$ cat config.mk
export PLATFORM = sky130hd
export DESIGN_NAME = ospi_target
export DESIGN_NICKNAME = d
export VERILOG_FILES = /design/src/rtl/ospi_pkg.sv /design/src/rtl/ospi_sync_edge.sv /design/src/rtl/ospi_target.sv
export SDC_FILE = /design/constraint.sdc
export NUM_CORES = 2
export LEC_CHECK = 0
export CAP_MARGIN = 20
export CORE_MARGIN = 3
export CORE_UTILIZATION = 30
export CTS_CLUSTER_DIAMETER = 200
export DETAILED_ROUTE_END_ITERATION = 8
export HOLD_SLACK_MARGIN = 0.06
export SLEW_MARGIN = 40
export SYNTH_ARGS = -nofsm -noshare
export SYNTH_HDL_FRONTEND = slang
export SYNTH_SLANG_ARGS = --single-unit
export TNS_END_PERCENT = 50
$ cat constraint.sdc
create_clock -name clk -period 12.45 [get_ports clk]
set_input_delay 3.735 -clock clk [delete_from_list [all_inputs] [get_ports clk]]
set_output_delay 3.735 -clock clk [all_outputs]
set_load 0.005 [all_outputs]
$ cat src/rtl/ospi_pkg.sv
// Shared definitions for the octal-SPI target: opcodes, FSM states and
// default identity/timing parameters.
package ospi_pkg;

    localparam logic [7:0] OP_READ        = 8'h03;
    localparam logic [7:0] OP_WRITE       = 8'h02;
    localparam logic [7:0] OP_READ_ID     = 8'h9F;
    localparam logic [7:0] OP_READ_STATUS = 8'h05;
    localparam logic [7:0] OP_WREN        = 8'h06;
    localparam logic [7:0] OP_WRDI        = 8'h04;

    localparam logic [23:0] DEFAULT_DEVICE_ID    = 24'hC2853A;
    localparam int          DEFAULT_DUMMY_CYCLES = 4;

    typedef enum logic [2:0] {
        IDLE,
        CMD,
        ADDR,
        DUMMY,
        RDATA,
        WDATA,
        IGNORE
    } ospi_state_t;

    function automatic logic opcode_known(input logic [7:0] op);
        return (op == OP_READ) || (op == OP_WRITE) || (op == OP_READ_ID) ||
               (op == OP_READ_STATUS) || (op == OP_WREN) || (op == OP_WRDI);
    endfunction

endpackage

$ cat src/rtl/ospi_sync_edge.sv
// Two-flop synchronizer for a single asynchronous input, plus one-clk
// rise/fall pulses derived from the synchronized level.
module ospi_sync_edge
    import ospi_pkg::*;
#(
    parameter logic RESET_VAL = 1'b0
) (
    input  logic clk,
    input  logic rst,
    input  logic din,
    output logic level,
    output logic rise,
    output logic fall
);

    logic meta;
    logic sync;
    logic prev;

    always_ff @(posedge clk or posedge rst) begin
        if (rst) begin
            meta <= RESET_VAL;
            sync <= RESET_VAL;
            prev <= RESET_VAL;
        end else begin
            meta <= din;
            sync <= meta;
            prev <= sync;
        end
    end

    assign level = sync;
    assign rise  = sync & ~prev;
    assign fall  = ~sync & prev;

endmodule

$ cat src/rtl/ospi_target.sv
// Octal-SPI (SDR) memory target: opcode/address/dummy/data phases driven by
// an oversampled host sclk, backed by a small internal byte memory.
module ospi_target
    import ospi_pkg::*;
#(
    parameter int          MEM_DEPTH    = 256,
    parameter int          ADDR_BYTES   = 2,
    parameter int          DUMMY_CYCLES = DEFAULT_DUMMY_CYCLES,
    parameter logic [23:0] DEVICE_ID    = DEFAULT_DEVICE_ID
) (
    input  logic       clk,
    input  logic       rst,
    input  logic       cs_n,
    input  logic       sclk,
    input  logic [7:0] dq_i,
    output logic [7:0] dq_o,
    output logic       dq_oe,
    output logic       dqs_o,
    output logic       busy,
    output logic       cmd_err
);

    localparam int AW     = $clog2(MEM_DEPTH);
    localparam int ADDR_W = 8 * ADDR_BYTES;

    logic [7:0]        dq_meta;
    logic [7:0]        dq_sync;
    logic              cs_level;
    logic              cs_rise;
    logic              cs_fall;
    logic              sclk_level_unused;
    logic              sclk_rise;
    logic              sclk_fall;
    logic              rise_act;
    logic              fall_act;
    ospi_state_t       state;
    ospi_state_t       next_state;
    logic [7:0]        cmd;
    logic [ADDR_W-1:0] addr_q;
    logic [AW-1:0]     ptr;
    logic [7:0]        cnt;
    logic [1:0]        id_idx;
    logic              wel;
    logic [7:0]        rd_byte;
    logic              last_addr;
    logic              last_dummy;
    logic [7:0]        mem [MEM_DEPTH];

    always_ff @(posedge clk or posedge rst) begin
        if (rst) begin
            dq_meta <= 8'h00;
            dq_sync <= 8'h00;
        end else begin
            dq_meta <= dq_i;
            dq_sync <= dq_meta;
        end
    end

    ospi_sync_edge #(.RESET_VAL(1'b1)) u_cs_sync (
        .clk   (clk),
        .rst   (rst),
        .din   (cs_n),
        .level (cs_level),
        .rise  (cs_rise),
        .fall  (cs_fall)
    );

    ospi_sync_edge #(.RESET_VAL(1'b0)) u_sclk_sync (
        .clk   (clk),
        .rst   (rst),
        .din   (sclk),
        .level (sclk_level_unused),
        .rise  (sclk_rise),
        .fall  (sclk_fall)
    );

    // sclk activity only counts while the host holds chip select low
    assign rise_act   = sclk_rise & ~cs_level;
    assign fall_act   = sclk_fall & ~cs_level;
    assign ptr        = addr_q[AW-1:0];
    assign last_addr  = (cnt == 8'(ADDR_BYTES - 1));
    assign last_dummy = (cnt == 8'(DUMMY_CYCLES - 1));
    assign busy       = (state != IDLE);

    always_ff @(posedge clk or posedge rst) begin
        if (rst) begin
            state <= IDLE;
        end else begin
            state <= next_state;
        end
    end

    always_comb begin
        next_state = state;
        if (cs_rise) begin
            next_state = IDLE;
        end else begin
            case (state)
                IDLE:  if (cs_fall) next_state = CMD;
                CMD: begin
                    if (rise_act) begin
                        case (dq_sync)
                            OP_READ, OP_WRITE:          next_state = ADDR;
                            OP_READ_ID, OP_READ_STATUS: next_state = RDATA;
                            default:                    next_state = IGNORE;
                        endcase
                    end
                end
                ADDR: begin
                    if (rise_act && last_addr) begin
                        if (cmd == OP_WRITE)       next_state = WDATA;
                        else if (DUMMY_CYCLES == 0) next_state = RDATA;
                        else                        next_state = DUMMY;
                    end
                end
                DUMMY: if (rise_act && last_dummy) next_state = RDATA;
                default: next_state = state;
            endcase
        end
    end

    always_comb begin
        rd_byte = mem[ptr];
        if (cmd == OP_READ_ID) begin
            case (id_idx)
                2'd0:    rd_byte = DEVICE_ID[23:16];
                2'd1:    rd_byte = DEVICE_ID[15:8];
                2'd2:    rd_byte = DEVICE_ID[7:0];
                default: rd_byte = 8'h00;
            endcase
        end else if (cmd == OP_READ_STATUS) begin
            rd_byte = {7'b0, wel};
        end
    end

    // A cs_n rise wins over everything else so partial phases never leak
    // into the next transaction.
    always_ff @(posedge clk or posedge rst) begin
        if (rst) begin
            cmd     <= 8'h00;
            addr_q  <= '0;
            cnt     <= 8'h00;
            id_idx  <= 2'd0;
            wel     <= 1'b0;
            dq_o    <= 8'h00;
            dq_oe   <= 1'b0;
            dqs_o   <= 1'b0;
            cmd_err <= 1'b0;
        end else begin
            cmd_err <= 1'b0;
            if (cs_rise) begin
                if (state != IDLE && cmd == OP_WRITE) wel <= 1'b0;
                cmd    <= 8'h00;
                addr_q <= '0;
                cnt    <= 8'h00;
                id_idx <= 2'd0;
                dq_oe  <= 1'b0;
            end else begin
                case (state)
                    CMD: begin
                        if (rise_act) begin
                            cmd    <= dq_sync;
                            cnt    <= 8'h00;
                            id_idx <= 2'd0;
                            if (dq_sync == OP_WREN) wel <= 1'b1;
                            if (dq_sync == OP_WRDI) wel <= 1'b0;
                            if (!opcode_known(dq_sync)) cmd_err <= 1'b1;
                        end
                    end
                    ADDR: begin
                        if (rise_act) begin
                            addr_q <= (addr_q << 8) | ADDR_W'(dq_sync);
                            cnt    <= last_addr ? 8'h00 : cnt + 8'd1;
                        end
                    end
                    DUMMY: begin
                        if (rise_act) cnt <= cnt + 8'd1;
                    end
                    RDATA: begin
                        if (fall_act) begin
                            dq_o  <= rd_byte;
                            dq_oe <= 1'b1;
                            dqs_o <= ~dqs_o;
                            if (cmd == OP_READ) addr_q[AW-1:0] <= ptr + AW'(1);
                            if (cmd == OP_READ_ID && id_idx != 2'd3) id_idx <= id_idx + 2'd1;
                        end
                    end
                    WDATA: begin
                        if (rise_act) addr_q[AW-1:0] <= ptr + AW'(1);
                    end
                    default: ;
                endcase
            end
        end
    end

    // Byte storage carries no reset; writes only land while wel is set
    always_ff @(posedge clk) begin
        if (state == WDATA && rise_act && !cs_rise && wel) begin
            mem[ptr] <= dq_sync;
        end
    end

endmodule

[Word level (Yosys, flattened, before mapping)]
Memory sizes are Yosys's and may differ from the RTL's.
Cells that the tools add are included.
Widths: inputs -> output; s select.
Operators by class
  muxes and demuxes: 46
  equality and inequality tests: 31
  bitwise operators: 13
  $add $sub $neg: 3
  reductions and logical operators: 35
Operator list (number)
  $mux 8: 14
  $pmux 8 s3: 3
  $eq 8x2->1 const B: 5
  $eq 8x3->1 const B: 4
  $ne 3x3->1 const B: 10
  $mux 3: 6
  $add 8x1->8 const B: 2
  $eq 8x8->1 const B: 2
  $mux 16: 1
  $or 16x8->16: 1
  $mux 1: 15
  $pmux 3 s4: 1
  $reduce_and 4->1: 3
  $reduce_and 5->1: 2
  $reduce_bool 3->1: 3
  $eq 8x1->1 const B: 1
  $mux 2: 4
  $reduce_bool 2->1: 4
  $reduce_bool 4->1: 2
  $logic_and 1x1->1: 7
  $and 1x1->1: 6
  $eq 3x2->1 const B: 2
  $eq 3x3->1 const B: 2
  $not 1->1: 6
  16 further kinds: 22
Storage, ports and cells
  register bits after elaboration: 63
  word-level logic and storage cells: 147
  bits in writable memories: 2048
  memories: 1
Memories
  mem: depth 256, bits a word 8, rd ports 1, clocked after Yosys merged registers in 0, write ports 1, line ospi_target.sv:47  | logic [7:0] mem [MEM_DEPTH];

[Logic depth before layout (Yosys ltp)]
  depth after elaboration: 10
  depth in mapped cells: 11

[By module]
A second synthesis with hierarchy kept.
Unflattened totals
  cell total of the unflattened synthesis: 3927
  area, all modules: 82439.1 um2
Modules (own cells, without submodules)
  ospi_target: times used 1, area each 82247.6 um2, cells each 3915
  ospi_sync_edge (u_cs_sync): times used 1, area each 97.6 um2, cells each 6
  ospi_sync_edge (u_sclk_sync): times used 1, area each 93.8 um2, cells each 6

[Worst setup path before layout]
OpenSTA, ideal clock, no wires.
  path type: reg2out
  start point: register state[0]
  end point: output port busy
  data arrival time: 1029 ps
  buffers on the path: 1
  data required time: 8715 ps
  cell stages (with the launch flop): 3
  setup slack: 7686 ps
  cells stage by stage: dfrtp_1 clkbuf_1 or3_1
Between the ends
  word-level cells in the longest chain between the ends: 1
RTL lines
  start: declaration: line ospi_target.sv:36  | ospi_state_t state;
  start signal: assignment: line ospi_target.sv:89  | state <= next_state;
  $reduce_bool 3->1: line ospi_target.sv:83  | assign busy = (state != IDLE);
  end: declaration: line ospi_target.sv:19  | output logic busy,
Every way passes these cells.

[Final worst setup path]
Same ends and word-level chain as after synthesis.

==> results.cfg <==
[final_layout]
mostFrequentLayoutCell = edfxtp_1
stdcell_area_um2 = 94600
nFillCells = 25100
most-common-layout-cells = edfxtp_1, mux4_2, mux2i_1
syn_to_final_growth_pct = 15.0
finish.net_count = 4258
drive_gt1_share_pct = 24.9

[clock_tree]
cts.sinks = 2111
cts_tree = yes
post_cts.repair.setup_buffers = 0
path_clk_slew_ns = 0.06
cts_max_level = 4
postCtsHoldBufs = 0
cts_made_buffers = 210
ctsLongestPathBuffers = 3
cts_resized = 0
clk_latency_ns = 0.86
root_buffer = clkbuf_16

[worst_setup_path]
crit_arrival_ns = 2.34
path_max_fanout = 17
cp-start-kind = register
ff2ff_path_depth = 9
crit_path_cell_trace = or3_1 > clkdlybuf4s50_1
cp.required_ns = 8.71
critPathKind = reg -> out
cp_slowest_cell = dfrtp_1
setup.worst_path.end_class = output port
cpPeakStageDelay_ns = 0.57

[drt]
via_per_inst = 5.32
drt_wl_total_um = 230000
first_pass_iters = 7
drt-initial-drc-count = 5702
wire_per_inst_um = 28.8
postRouteAntennaNets = 0
vias = 42500
drcViolationCount = 0

[yosys]
ys_async_sr_fraction_pct = 2.98
synth_seq_cells = 2111
netlist.top_cell.by_area = edfxtp_1
netlist.area_leader.share_pct = 74.7
synth_cell_types = 73
synth.avg_cell_area_um2 = 19.9
synth_edf_count = 2048
syn_inst = 4136
netlist_area_um2 = 82300
yosys_warnings = 0
synthTopCellsByArea = edfxtp_1, mux4_2, mux2i_1
synth_ff_type = edfxtp_1
seq_area_frac_synth_pct = 76.7
syn_nets = 4160

[sta]
final_max_slew_viol_count = 0
finalHoldViolCount = 0
slew_headroom_pct = 37.2
setup_violations = 0
fmax_mhz = 165
fin_crit_sh_pct = 48.8
clock_skew_ns = 0.0437
rsz0062_at_grt = false
tightest_slew_ns = 0.935
min_period_ns = 6.08
setup_ws_ns = 6.37
setup_tns_ns = 0

[floorplanning]
fp.dieH_um = 530
io_pins = 24
rows = 191
die_x_um = 530
die_area_um2 = 281000
core_um2 = 272000
initial_core_util_pct = 30.3

[placement]
placed_area_um2 = 87200
dp_slack_ns = 6.91
globalplace.congestion = 0.891
numPortBuffers = 23
dp_hpwl_um = 140000

[grt]
grtUsageTotal_pct = 16.2
antenna_found_initial = 4
grt_pass1_wl_um = 327000
gr-total-overflow = 0
grt_max_degree = 178
first_global_vias = 42200

[status]
outcome = completed

[min_path]
hold_depth = 0
hp-class = reg -> reg

[power_and_ir_drop]
power_uw = 19200
power.leakage_uw = 0.0284
powerDensity_nw_per_um2 = 203
ir_drop_v = 0.000182

[run]
drv_cap = 0
[per-layer routing]
| metal | vias up | share of wire (%) | routed length, µm | GRT usage (%) |
|---|---|---|---|---|
| li1 | 17300 | - | - | - |
| met1 | 22600 | 40 | 93300 | 22.4 |
| met2 | 2168 | 45 | 105000 | 24.4 |
| met3 | 422 | 9.9 | 22700 | 3.95 |
| met4 | 0 | 4.3 | 9810 | 6.53 |
| met5 | - | 0 | 0 | 0 |
[cell usage after synthesis (14+ instances only)]
master	instances
a22oi_1	164
clkbuf_1	105
nor4_1	16
buf_4	31
nand2_1	133
a31oi_1	14
mux2i_1	214
a22o_1	14
nand2b_1	15
inv_1	15
buf_1	26
buf_2	83
o21ai_0	54
dfrtp_1	60
edfxtp_1	2048
a221oi_1	28
nand3_1	81
a21oi_1	86
nor2_1	316
mux4_2	423
nor3_1	19
[area by class of cell]
type                       count  area (µm²)  share of cell area [%]
multi-input combinational   1762       18600                    19.7
antenna                        3        7.51                 0.00794
sequential                  2111       63100                    66.7
timing repair buffer         134        1390                    1.47
clock buffer                 271        5590                    5.90
inverter                      15        57.6                  0.0608
clock inverter               121        1320                    1.40
tap                         3570        4470                    4.72
[cell families after synthesis]
family / after synthesis / synth area share, %
DFF: 2111 / 76.7
and+or+nand+nor: 660 / 3.63
muxes: 644 / 14.3
AOI/OAI and AO/OA: 444 / 3.75
buffers and inverters: 263 / 1.49
adders and majority gates: 12 / 0.182
xor gates and xnor gates: 2 / 0.0213
[power breakdown]
group / switching (µW) / internal, µW / leakage [µW]
sequential: 198 / 7830 / 0.0192
combinational: 3090 / 1770 / 0.00584
clock: 2710 / 3630 / 0.00337
total: 6000 / 13200 / 0.0284
[worst max-delay path, delay by kind of cell (launching register included)]
kind	cells	cell delay [ns]
and+or+nand+nor	1	0.47
buffers and inverters	1	0.47
DFF	1	0.57
[flip-flops by register name (all words and copies together), names as in the netlist, 2 cells and up]
signal,count
addr_q,8
mem,2048
id_idx,2
dq_meta,8
cnt,8
state,3
dq_sync,8
dq_o,8
cmd,8
[stage by stage]
step / utilization [%] / hold slack (ns) / std cells
after floorplan: - / 0.331 / 4136
after global placement: 31.9 / 0.335 / 7578
after detailed placement: 32.1 / 0.338 / 7584
after CTS: 34.6 / 0.353 / 7976
after global routing: 34.8 / 0.354 / 7984
final: 34.8 / 0.351 / 7987
[final timing paths]
check	end	from	slack, ns
max in group asynchronous	addr_q[2]$_DFFE_PP0P_	rst	8.43
min in group asynchronous	dq_sync[7]$_DFF_PP0_	rst	3.10
worst min-delay path	dq_sync[1]$_DFF_PP0_	dq_meta[1]$_DFF_PP0_	0.35
worst max register to register	dq_o[5]$_DFFE_PP0P_	addr_q[0]$_DFFE_PP0P_	7.19
worst min register to register	dq_sync[1]$_DFF_PP0_	dq_meta[1]$_DFF_PP0_	0.35
worst max-delay path	busy	state[0]$_DFFE_PP0P_	6.37
(Power assumes the default switching activity.)
